`config.mk`:
```
export PLATFORM = sky130hd
export DESIGN_NAME = spi_sensor_responder
export DESIGN_NICKNAME = d
export VERILOG_FILES = /design/src/rtl/spi_sensor_responder.sv
export SDC_FILE = /design/constraint.sdc
export NUM_CORES = 1
export LEC_CHECK = 0
export CAP_MARGIN = 20
export CELL_PAD_IN_SITES_DETAIL_PLACEMENT = 0
export CELL_PAD_IN_SITES_GLOBAL_PLACEMENT = 1
export CORE_ASPECT_RATIO = 2
export CORE_UTILIZATION = 49
export CTS_BUF_LIST = sky130_fd_sc_hd__clkbuf_4
export DETAILED_ROUTE_END_ITERATION = 16
export PLACE_DENSITY_LB_ADDON = 0.1
export SLEW_MARGIN = 20
export SYNTH_ARGS = -nofsm -noshare
export SYNTH_HDL_FRONTEND = slang
export SYNTH_SLANG_ARGS = --single-unit
```
`constraint.sdc`:
```
create_clock -name clk -period 2.4 [get_ports clk]
set_clock_uncertainty 0.1 [all_clocks]
set_input_delay 0.36 -clock clk [delete_from_list [all_inputs] [get_ports clk]]
set_output_delay 0.36 -clock clk [all_outputs]
set_load 0.05 [all_outputs]
```
`src/rtl/spi_sensor_responder.sv`:
```
// SPI slave stand-in for the multichannel sensor (CPOL=0, CPHA=0, 16-bit frames).
// Decodes CONVERT / WRITE / READ / CALIBRATE / CLEAR and returns each result
// in a later frame through a small response pipeline.
// Optional build macro RESP_PIPE2_EN: two-deep response pipeline (frame N
// answered in frame N+2, like the real part); default is one deep.
module spi_sensor_responder #(
  parameter int         FRAME_BITS   = 16,
  parameter int         NUM_CHANNELS = 32,
  parameter int         SYNC_STAGES  = 2,
  parameter logic [7:0] CHIP_ID      = 8'h01
) (
  input  logic        clk,
  input  logic        reset_n,
  input  logic        sclk,
  input  logic        cs_b,
  input  logic        mosi,
  output logic        miso,
  output logic        frame_done,
  output logic [15:0] last_cmd,
  output logic [31:0] frame_count,
  output logic        err_short_frame
);

`ifdef RESP_PIPE2_EN
  localparam int DEPTH = 2;
`else
  localparam int DEPTH = 1;
`endif
  localparam logic [4:0] FRAME_LEN = 5'(FRAME_BITS);
  localparam int         NUM_REGS  = 40;

  // {sclk, cs_b, mosi} synchronizer; idle value keeps cs_b high so reset
  // release never looks like a frame start.
  logic [SYNC_STAGES-1:0][2:0] sync_q, sync_d;
  logic        sclk_prev_q, cs_prev_q;
  logic        sclk_s, cs_s, mosi_s;
  logic        sclk_rise, sclk_fall, cs_fall, cs_rise;

  logic [15:0] shift_in_q, shift_in_d;
  logic [15:0] shift_out_q, shift_out_d;
  logic [4:0]  bit_cnt_q, bit_cnt_d;
  logic        miso_q, miso_d;
  logic        frame_done_q, frame_done_d;
  logic        err_q, err_d;
  logic [15:0] last_cmd_q, last_cmd_d;
  logic [31:0] frame_count_q, frame_count_d;
  logic [9:0]  sample_idx_q, sample_idx_d;
  logic [7:0]  regs_q [NUM_REGS];
  logic [7:0]  regs_d [NUM_REGS];
  logic [DEPTH-1:0][15:0] pipe_q, pipe_d;

  logic [5:0]  addr;
  logic [7:0]  rd_val;
  logic [15:0] resp;

  assign sclk_s    = sync_q[SYNC_STAGES-1][2];
  assign cs_s      = sync_q[SYNC_STAGES-1][1];
  assign mosi_s    = sync_q[SYNC_STAGES-1][0];
  assign sclk_rise = sclk_s & ~sclk_prev_q;
  assign sclk_fall = ~sclk_s & sclk_prev_q;
  assign cs_fall   = ~cs_s & cs_prev_q;
  assign cs_rise   = cs_s & ~cs_prev_q;
  assign addr      = shift_in_q[13:8];

  // Synchronizer shift: new samples enter stage 0.
  always_comb begin
    sync_d = {sync_q[SYNC_STAGES-2:0], {sclk, cs_b, mosi}};
  end

  // Register-file read view: writable bank, "INTAN" id string, chip id.
  always_comb begin
    rd_val = 8'h00;
    if (addr < 6'(NUM_REGS)) begin
      rd_val = regs_q[addr];
    end else begin
      case (addr)
        6'd40:   rd_val = 8'h49;
        6'd41:   rd_val = 8'h4E;
        6'd42:   rd_val = 8'h54;
        6'd43:   rd_val = 8'h41;
        6'd44:   rd_val = 8'h4E;
        6'd63:   rd_val = CHIP_ID;
        default: rd_val = 8'h00;
      endcase
    end
  end

  // Shift engine, frame-end decode and pipeline advance.
  always_comb begin
    shift_in_d    = shift_in_q;
    shift_out_d   = shift_out_q;
    bit_cnt_d     = bit_cnt_q;
    miso_d        = miso_q;
    frame_done_d  = 1'b0;
    err_d         = 1'b0;
    last_cmd_d    = last_cmd_q;
    frame_count_d = frame_count_q;
    sample_idx_d  = sample_idx_q;
    regs_d        = regs_q;
    pipe_d        = pipe_q;
    resp          = 16'h0000;

    if (cs_fall) begin
      shift_out_d = pipe_q[0];
      miso_d      = pipe_q[0][15];
      bit_cnt_d   = 5'd0;
    end else if (!cs_s && sclk_rise) begin
      shift_in_d = {shift_in_q[14:0], mosi_s};
      if (bit_cnt_q != 5'd31) bit_cnt_d = bit_cnt_q + 5'd1;
    end else if (!cs_s && sclk_fall) begin
      shift_out_d = {shift_out_q[14:0], 1'b0};
      miso_d      = shift_out_q[14];
    end

    // Never tristate: drive low whenever deselected.
    if (cs_s) miso_d = 1'b0;

    if (cs_rise) begin
      if (bit_cnt_q == FRAME_LEN) begin
        case (shift_in_q[15:14])
          2'b00: begin
            if (32'(addr) < NUM_CHANNELS) begin
              resp         = {addr, sample_idx_q};
              sample_idx_d = sample_idx_q + 10'd1;
            end
          end
          2'b10: begin
            if (addr < 6'(NUM_REGS)) regs_d[addr] = shift_in_q[7:0];
            resp = {8'hFF, shift_in_q[7:0]};
          end
          2'b11: resp = {8'h00, rd_val};
          default: begin
            if (shift_in_q == 16'h5500) resp = 16'h8000;
            else if (shift_in_q == 16'h6A00) sample_idx_d = 10'd0;
          end
        endcase
        for (int i = 0; i < DEPTH - 1; i++) pipe_d[i] = pipe_q[i+1];
        pipe_d[DEPTH-1] = resp;
        last_cmd_d      = shift_in_q;
        frame_count_d   = frame_count_q + 32'd1;
        frame_done_d    = 1'b1;
      end else begin
        err_d = 1'b1;
      end
    end
  end

  // State registers.
  always_ff @(posedge clk or negedge reset_n) begin
    if (!reset_n) begin
      sync_q        <= {SYNC_STAGES{3'b010}};
      sclk_prev_q   <= 1'b0;
      cs_prev_q     <= 1'b1;
      shift_in_q    <= '0;
      shift_out_q   <= '0;
      bit_cnt_q     <= '0;
      miso_q        <= 1'b0;
      frame_done_q  <= 1'b0;
      err_q         <= 1'b0;
      last_cmd_q    <= '0;
      frame_count_q <= '0;
      sample_idx_q  <= '0;
      pipe_q        <= '0;
      for (int i = 0; i < NUM_REGS; i++) regs_q[i] <= 8'h00;
    end else begin
      sync_q        <= sync_d;
      sclk_prev_q   <= sclk_s;
      cs_prev_q     <= cs_s;
      shift_in_q    <= shift_in_d;
      shift_out_q   <= shift_out_d;
      bit_cnt_q     <= bit_cnt_d;
      miso_q        <= miso_d;
      frame_done_q  <= frame_done_d;
      err_q         <= err_d;
      last_cmd_q    <= last_cmd_d;
      frame_count_q <= frame_count_d;
      sample_idx_q  <= sample_idx_d;
      pipe_q        <= pipe_d;
      regs_q        <= regs_d;
    end
  end

  assign miso            = miso_q;
  assign frame_done      = frame_done_q;
  assign err_short_frame = err_q;
  assign last_cmd        = last_cmd_q;
  assign frame_count     = frame_count_q;

endmodule

```
== After elaboration in Yosys (flattened, before gate mapping) ==
Index checks and enable logic that the tools add are counted.
Storage, ports and cells
  word-level logic and storage cells: 136
  register bits: 441
  bits of input ports: 5
Cells by class
  mux-type cells: 29
  reductions and logical operators: 19
  magnitude comparators: 4
  bitwise gates (word level): 11
  add/subtract/negate cells: 3
  equality and inequality tests: 16
Operator list (number)
  bitwise mux 320 bit: 1
  binary-select mux 8 bit (select 6 bit): 1
  demux 8 bit (select 6 bit): 1
  case mux 16 bit (3 select lines): 1
  2-to-1 mux 15 bit: 3
  equality test 6 bit (second input constant): 6
  case mux 7 bit (5 select lines): 1
  adder 32 x 1 -> 32 bit (second input constant): 1
  equality test 16 x 15 -> 1 bit (second input constant): 2
  2-to-1 mux 16 bit: 2
  2-to-1 mux 8 bit: 4
  2-to-1 mux 10 bit: 3
  case mux 10 bit (2 select lines): 1
  2-to-1 mux 5 bit: 3
  less-than comparator 6 bit (second input constant): 2
  adder 10 x 1 -> 10 bit (second input constant): 1
  AND reduction 2 bit: 5
  2-to-1 mux 1 bit: 8
  nonzero test 2 bit: 4
  greater-or-equal comparator 7 bit (second input constant): 1
  less-than comparator 7 x 1 -> 1 bit (second input constant): 1
  NOT 6 -> 7 bit: 1
  NOT 1 bit: 6
  AND reduction 6 bit: 1
  other kinds (14): 22

== Depth between registers and ports, before layout ==
Gate-level depths: netlist of the first run.
  word-level depth: 7
  depth in mapped cells: 10

== Worst setup path after synthesis of the first run ==
OpenSTA, ideal clock, no wires.
  kind: reg2reg
  start: reg bit_cnt_q[0]
  end: reg regs_q[56] (netlist name)
  path slack: -0.040 ns
  buffers on the path: 1
  stages on the path, launching flop included: 9
  library setup time: 0.125 ns
  data required time: 2.175 ns
  arrival time: 2.215 ns
  period minus slack after synthesis: 2.440 ns
  cells stage by stage: dfrtp_1 -> inv_1 -> ha_1 -> and4bb_2 -> nand4_4 -> or4_1 -> buf_6 -> nor2_8 -> mux2_2
Between the ends
  word-level cells in the longest chain between the ends: 2
RTL lines
  start, declared: line 41  | logic [4:0] bit_cnt_q, bit_cnt_d;
  start signal, assigned: line 171  | bit_cnt_q <= bit_cnt_d;
  equality test 5 bit: line 119  | if (bit_cnt_q == FRAME_LEN) begin
  AND reduction 4 bit (no line)
  end signal, assigned: line 179  | regs_q <= regs_d;
  end, declared: line 48  | logic [7:0] regs_q [NUM_REGS];
No other way between the ends.
A chain may end at the register's enable or synchronous reset.

== Worst setup path after layout of the first run ==
  start: reg bit_cnt_q[0]
  end: reg regs_q[252] (netlist name)
Same word-level chain as after synthesis.

==> key figures, run 1 <==
Logic synthesis
  • Post-synthesis net count: 1500
  • Mux contribution to synthesized area: 0.280
  • Avg Cell Area, Syn: between 10 and 15 µm²
  • Top post-synthesis cells by area: dfrtp_1 (53%), mux2_2 (18%), mux4_2 (6.5%)
  • Area share of the largest cell type after synthesis: 0.528
  • Post-synth ARST share: 1.00
  • Simple-gate area share of the yosys netlist: 0.0922
  • Largest family of logic cells by synthesized area: multiplexers
  • Register bit total from synthesis: about 440
  • Mapped Cells: about 1500
  • Commonest cells post-synth: dfrtp_1 (438), mux2_2 (333), nand2_1 (122)
  • Compound-gate portion of the synthesized area: 0.0480
  • Area share of xor/xnor cells in the synthesized design: 0.0148
  • Yosys cell types: a little under 90
  • Most frequent cell after synthesis: dfrtp_1
  • Top FF cell, synth: dfrtp_1
  • Post-Syn Area: roughly 0.021 mm²
  • Yosys Warn Count: 0
  • Synth Area in Adders: 0.00302
  • Yosys top cell by area: dfrtp_1
  • Post-synth EDFFs: 0
  • Sequential area share after synthesis: 0.532

Floorplanning
  • Die height: ~290 µm
  • Core area: 0.0418 mm²
  • Ports: 56
  • Die area: between 0.04 and 0.05 mm²
  • Rows: between 100 and 150
  • Starting Density: 0.497
  • Die X: around 150 µm

Clock tree
  • CTS Buf Count: 99
  • Longest Clk Path Bufs: 3
  • Clock Sinks: 441
  • Worst-Skew Late Latency: between 0.8 and 0.9 ns
  • Clk root buf: clkbuf_4
  • Clock transition at path regs: 0.07 ns
  • H-tree levels: 3
  • CTS tree: done

Critical path
  • Worst Setup End Kind: register
  • CP required: between 2 and 3 ns
  • Data arrival, critical path: a little over 3 ns
  • Worst setup SP type: register
  • Crit Path Max Fanout: 8
  • Crit path kind: reg -> reg

Timing
  • Final Hold Fails: 0
  • Slew margin rel.: 0.554
  • Setup tns final: -8.33 ns
  • Tmin final: ~2.5 ns
  • Setup violators final: between 150 and 200
  • Period Utilization, post-route: 1.05
  • Final-report max-slew violation count: 0
  • Max Clk Rate: just under 0.4 GHz
  • Worst hold slack: between 0.2 and 0.3 ns
  • Setup ws final: -0.131 ns
  • RSZ-0062 raised after global routing: true
  • Worst Tran Pin Value: approximately 0.67 ns

Routing
  • WL/cell: 25.0 µm
  • 1st-iter DRT viols: about 600
  • DR pass1 iterations: 6
  • Vias per cell: between 5 and 6
  • Routed Antenna Nets: 0
  • Detailed-route via count: about 14000
  • DR DRC count: 0
  • Final wirelength: a little under 60000 µm

Worst hold path
  • HP Class: reg -> reg

GRT
  • Largest net degree at the start of global routing: 65
  • Vias in the first global route: around 15000
  • Total GRT Usage: 0.280
  • First-pass GRT wire length: 89600 µm
  • Grt ovf: 0
  • Initial antenna violation count: 2

Finish
  • Share of layout cells above drive strength 1: 0.466
  • Final non-filler cell total: 2346
  • Post-route cell area: ~0.025 mm²
  • Final nets: roughly 1700
  • Syn-to-layout area delta: 21.5%

Place
  • Post-DP HPWL: roughly 40000 µm
  • Pre-CTS WS: -0.171 ns
  • Port bufs: between 50 and 60
  • Placed Area: 0.0230 mm²
  • Dpl cells: 2133
  • Gp weighted congestion: between 0.8 and 0.9

Job
  • Max cap viols: 0

Power
  • Maximum VDD drop: between 0.4 and 0.5 mV
  • Power Dens Cells: roughly 570 mW/mm²
  • Leak pwr: 12.4 nW

Outcome
  • Failing checks: negative setup slack
  • Outcome: complete, but fails checks
-- stage by stage --
| stage | utilization | power, W |
|---|---|---|
| after floorplan | - | 0.00812 |
| after global placement | 0.551 | 0.00863 |
| after detailed placement | 0.551 | 0.00865 |
| after CTS | 0.586 | 0.0146 |
| after global routing | 0.604 | 0.0150 |
| final | 0.604 | 0.0144 |
-- worst max-delay path, stage by stage (launching register included) --
cell and delay, ns:
dfrtp_1 0.38, inv_1 0.06, ha_2 0.17, and4bb_4 0.29
nand4_4 0.11, or4_4 0.54, buf_12 0.18, nor2_8 0.23
mux2_4 0.33
-- path summary, 6_finish.rpt --
check | startpoint | end | slack [ns] | cells after the start
setup / recovery | bit_cnt_q[0] | regs_q[252] | -0.13 | 8
hold / removal | sync_d[3] | mosi_s | 0.25 | 0
setup reg to reg | bit_cnt_q[0] | regs_q[252] | -0.13 | 8
hold reg to reg | sync_d[3] | mosi_s | 0.25 | 0
max in group asynchronous | reset_n | frame_count[7] | 0.89 | 4
min in group asynchronous | reset_n | shift_out_q[1] | 0.53 | 3
-- cells in the final DEF (no fill, tap or decap), drive strengths merged, types with 6 or more instances in the layout --
cell	count
nor3	19
nand2	128
or3	13
a211oi	8
and3	11
o31ai	21
o21ai	40
mux2	334
o22ai	8
a21oi	21
xor2	11
clkbuf	151
or3b	6
dfrtp	438
inv	10
nor2	59
clkinv	25
or4	8
nand3	24
a22oi	6
buf	182
mux2i	22
mux4	78
dlygate4sd2	51
nand4	12
xnor2	24
and2	6
-- routing by layer --
metal / vias to the layer above / wire (µm) / global-route usage
li1: 6030 / - / -
met1: 7246 / 21200 / 0.301
met2: 365 / 32100 / 0.514
met3: 137 / 2020 / 0.0427
met4: 0 / 3320 / 0.159
met5: - / 0 / 0
-- kinds of logic after synthesis --
group / Yosys count
flops: 441
mux: 434
simple gates: 315
compound gates: 145
buf+inv: 115
xor+xnor: 35
fa+ha+maj: 5
-- sequential cells by signal, indices dropped and copies added (netlist names) --
signal	cells
bit_cnt_q	5
cs_prev_q	1
cs_s	1
err_short_frame	1
frame_count	32
frame_done	1
last_cmd	16
miso	1
mosi_s	1
pipe_q	16
regs_q	320
sample_idx_q	10
sclk_prev_q	1
sclk_s	1
shift_in_q	16
shift_out_q	15
sync_d	3
-- report_power, final --
part | internal (W) | switching [W]
combinational | 0.000219 | 0.000821
clock | 0.00291 | 0.00293
sequential | 0.00747 | 0.0000245
-- timing repair --
action / 4_1_cts / 5_1_grt
buffers inserted: 9 / 20
setup endpoints to repair: 333 / 255
pin swaps: 10 / 27
gates resized for setup: 93 / 107
hold endpoints to repair: 441 / 0
gates cloned: 0 / 4
hold buffers: 6 / 0
-- area by class of cell --
type                       instances  area, µm²
antenna                            2       5.00
clock buffer                     147       1100
clock inverter                    28        144
fill                            3427      16600
inverter                           9       41.3
multi-input combinational        934       9570
sequential                       441      11000
tap                              540        676
timing repair buffer             245       2630
(Power assumes the default switching activity.)
==> inputs of run 2 (changes only) <==
CORE_MARGIN = 10   (was default)
==> run 2 against run 1 <==
Combinational power barely moved. Clock power fell by 1%. Hold slack improved by 0.0018 ns. Clock-buffer cell count fell by 1. Cell count fell by 0.77%. Non-clock buffer count fell by 7. Sequential share of layout area rose by 0.55 points. Die area rose by 19%. Setup slack improved by 0.074 ns. Routed wire length fell by 1.0%. Largest cell class unchanged. Global-route usage fell by 5.5 points. The flow still finishes with violations (negative setup slack).
==> key figures, run 2 (same netlist as run 1, synthesis figures left out) <==
Outcome
  • Outcome: complete, but fails checks
  • Failing checks: negative setup slack

Clock tree
  • Longest Clk Path Bufs: 3 (unchanged)
  • CTS Buf Count: 102 (+3.0%)
  • Clk root buf: clkbuf_4
  • Clock transition at path regs: 0.07 ns (about the same)
  • Worst-Skew Late Latency: 0.82 ns (about the same)
  • H-tree levels: 3 (unchanged)
  • CTS tree: done
  • Clock Sinks: 441 (unchanged)

Timing
  • Slew margin rel.: 0.578 (+0.0239)
  • Worst Tran Pin Value: 0.633 ns (-0.0359 ns)
  • Setup violators final: 55 (-70%)
  • RSZ-0062 raised after global routing: true
  • Final Hold Fails: 0 (unchanged)
  • Final-report max-slew violation count: 0 (unchanged)
  • Worst hold slack: 0.254 ns (+0.00183 ns)
  • Tmin final: 2.46 ns (-0.0736 ns)
  • Period Utilization, post-route: 1.02 (-0.0307)
  • Max Clk Rate: 0.407 GHz (+3.0%)
  • Setup ws final: -0.0577 ns (+0.0736 ns)

Critical path
  • Critical R2R Launch: bit_cnt_q[1]
  • Critical path launch point: bit_cnt_q[1]
  • Data arrival, critical path: 3.04 ns (-0.05 ns)
  • CP required: 2.99 ns (+0.03 ns)
  • Worst Setup End Kind: register
  • Crit path kind: reg -> reg
  • Worst setup SP type: register
  • Crit Path Max Fanout: 8 (unchanged)

Place
  • Post-DP HPWL: 39700 µm (+0.15%)
  • Dpl cells: 2142 (+0.42%)
  • Gp weighted congestion: 0.891 (-0.52%)
  • Port bufs: 55 (unchanged)

Routing
  • Vias per cell: 5.79 (-1.4%)
  • Detailed-route via count: 13500 (-2.2%)
  • Routed Antenna Nets: 0 (unchanged)
  • DR DRC count: 0 (unchanged)
  • 1st-iter DRT viols: 774 (+28%)
  • Final wirelength: 58100 µm (-1.0%)
  • WL/cell: 25.0 µm (-0.25%)
  • DR pass1 iterations: 5 (-1)

GRT
  • Met3 Usage GRT: 0.0318 (-0.0109)
  • Grt ovf: 0 (unchanged)
  • Largest net degree at the start of global routing: 66 (+1.5%)
  • First-pass GRT wire length: 88000 µm (-1.8%)
  • Initial antenna violation count: 1 (-1)
  • Met1 usage in global routing: 0.247 (-0.0537)
  • Vias in the first global route: 14500 (-2.2%)
  • GR Util met2: 0.404 (-0.110)
  • Total GRT Usage: 0.225 (-0.0547)
  • GRT busiest layer: met2

Job
  • Max cap viols: 0 (unchanged)

Floorplanning
  • Ports: 56 (unchanged)
  • Rows: 106 (unchanged)
  • Die X: 166 µm (+12%)
  • Starting Density: 0.495 (-0.00157)
  • Core area: 0.0419 mm² (+0.32%)
  • Die area: 0.0515 mm² (+19%)
  • Die height: 311 µm (+6.1%)

Power
  • Share of power burned in registers: 0.525 (+0.003)
  • Leak pwr: 12.3 nW (-0.83%)
  • Maximum VDD drop: 0.376 mV (-20%)
  • Net Sw Frac: 0.261 (-0.00205)
  • Clk network pwr share: 0.405 (about the same)
  • Comb power frac: 0.071 (about the same)
  • Power Dens Cells: 574 mW/mm² (+0.68%)
  • Switching power: 0.00372 W (-1.3%)
  • Pint: 0.0106 W (-0.29%)

Finish
  • Final non-filler cell total: 2328 (-0.77%)
  • Fillers: 3469 (+1.2%)
  • Area taken by multi-input logic gates: 0.00946 mm² (-1.2%)
  • Most frequent cells in the layout: dfrtp_1 (435), mux2_2 (292), clkbuf_4 (146), buf_4 (124), nand2_1 (113)
  • Commonest non-fill, non-tap cell in the layout: dfrtp_1
  • Register area: 0.0110 mm² (unchanged)
  • Share of layout cells above drive strength 1: 0.462 (-0.00452)
  • Largest register FFs: 320 (unchanged)
  • Syn-to-layout area delta: 20.0%
  • Reg with most FFs: regs_q
  • Final nets: 1736 (-0.23%)
  • Post-route core utilization: 0.594 (-0.00931)

Worst hold path
  • Beginning of the worst hold path: sync_d[3]
  • HP Class: reg -> reg
-- run 2: cell count changes in the layout (fill, tap and decap cells not counted), moves of 4 or more --
cell / change
mux2_2: +20
mux2_4: -21
buf_12: -7
nand2_4: +7
buf_8: -4
nand2_8: -5
nor3_2: +4
clkinv_1: -6
-- run 2: through the flow --
stage / cell area [µm²] / setup WS, ns / power (W) / TNS (ns)
floorplan: 20800 / -0.0173 / 0.00812 / -0.382
global placement: 23000 / -0.110 / 0.00863 / -1.93
detailed placement: 23000 / -0.0872 / 0.00864 / -1.71
CTS: 24300 / -0.0515 / 0.0145 / -1.07
global route: 24900 / -0.135 / 0.0149 / -8.70
finish: 24900 / -0.0577 / 0.0143 / -1.68
-- run 2: repair_timing --
action                     in CTS  in global routing
setup endpoints to repair     173                212
setup buffers                   1                 10
cloned                          0                  4
hold endpoints to repair      442                  0
pin swaps                       8                 16
hold buffers                    6                  0
resized for setup              73                 91
-- run 2: power groups by stage --
| stage | clock (W) | combinational [W] | sequential (W) |
|---|---|---|---|
| 6_report | 0.00578 | 0.00101 | 0.00750 |
| 5_1_grt | 0.00634 | 0.00110 | 0.00750 |
| 4_1_cts | 0.00599 | 0.00102 | 0.00750 |
| 3_5_place_dp | 0 | 0.00100 | 0.00764 |
| 3_3_place_gp | 0 | 0.000990 | 0.00764 |
| 2_1_floorplan | 0 | 0.000488 | 0.00764 |
-- run 2: worst paths after layout --
| check | end | slack, ns | cells past startpoint |
|---|---|---|---|
| min in group asynchronous | pipe_q[4] | 0.50 | 3 |
| setup / recovery | regs_q[313] | -0.06 | 8 |
| hold reg to reg | mosi_s | 0.25 | 0 |
| setup reg to reg | regs_q[313] | -0.06 | 8 |
| max in group asynchronous | frame_count[6] | 1.01 | 4 |
| hold / removal | mosi_s | 0.25 | 0 |
-- run 2: cell type report --
class                   count  area share
well taps                 540      0.0271
inverters                   9     0.00166
multi-input cells         934       0.380
flip-flops and latches    441       0.444
repair buffers            238      0.0991
clock buffers             146      0.0440
clock inverters            19     0.00452
diodes                      1    0.000100
-- run 2: critical path: stages (launching register included) --
cell	delay, ns
dfrtp_1	0.38
inv_1	0.07
ha_2	0.17
and4bb_2	0.28
nand4_4	0.12
or4_4	0.46
buf_12	0.19
nor2_8	0.18
mux2_2	0.36
-- run 2: routing by layer --
| layer | vias up | wire length, µm |
|---|---|---|
| li1 | 6019 | - |
| met1 | 7060 | 21800 |
| met2 | 283 | 31600 |
| met3 | 114 | 1750 |
| met4 | 0 | 2970 |
| met5 | - | 0 |
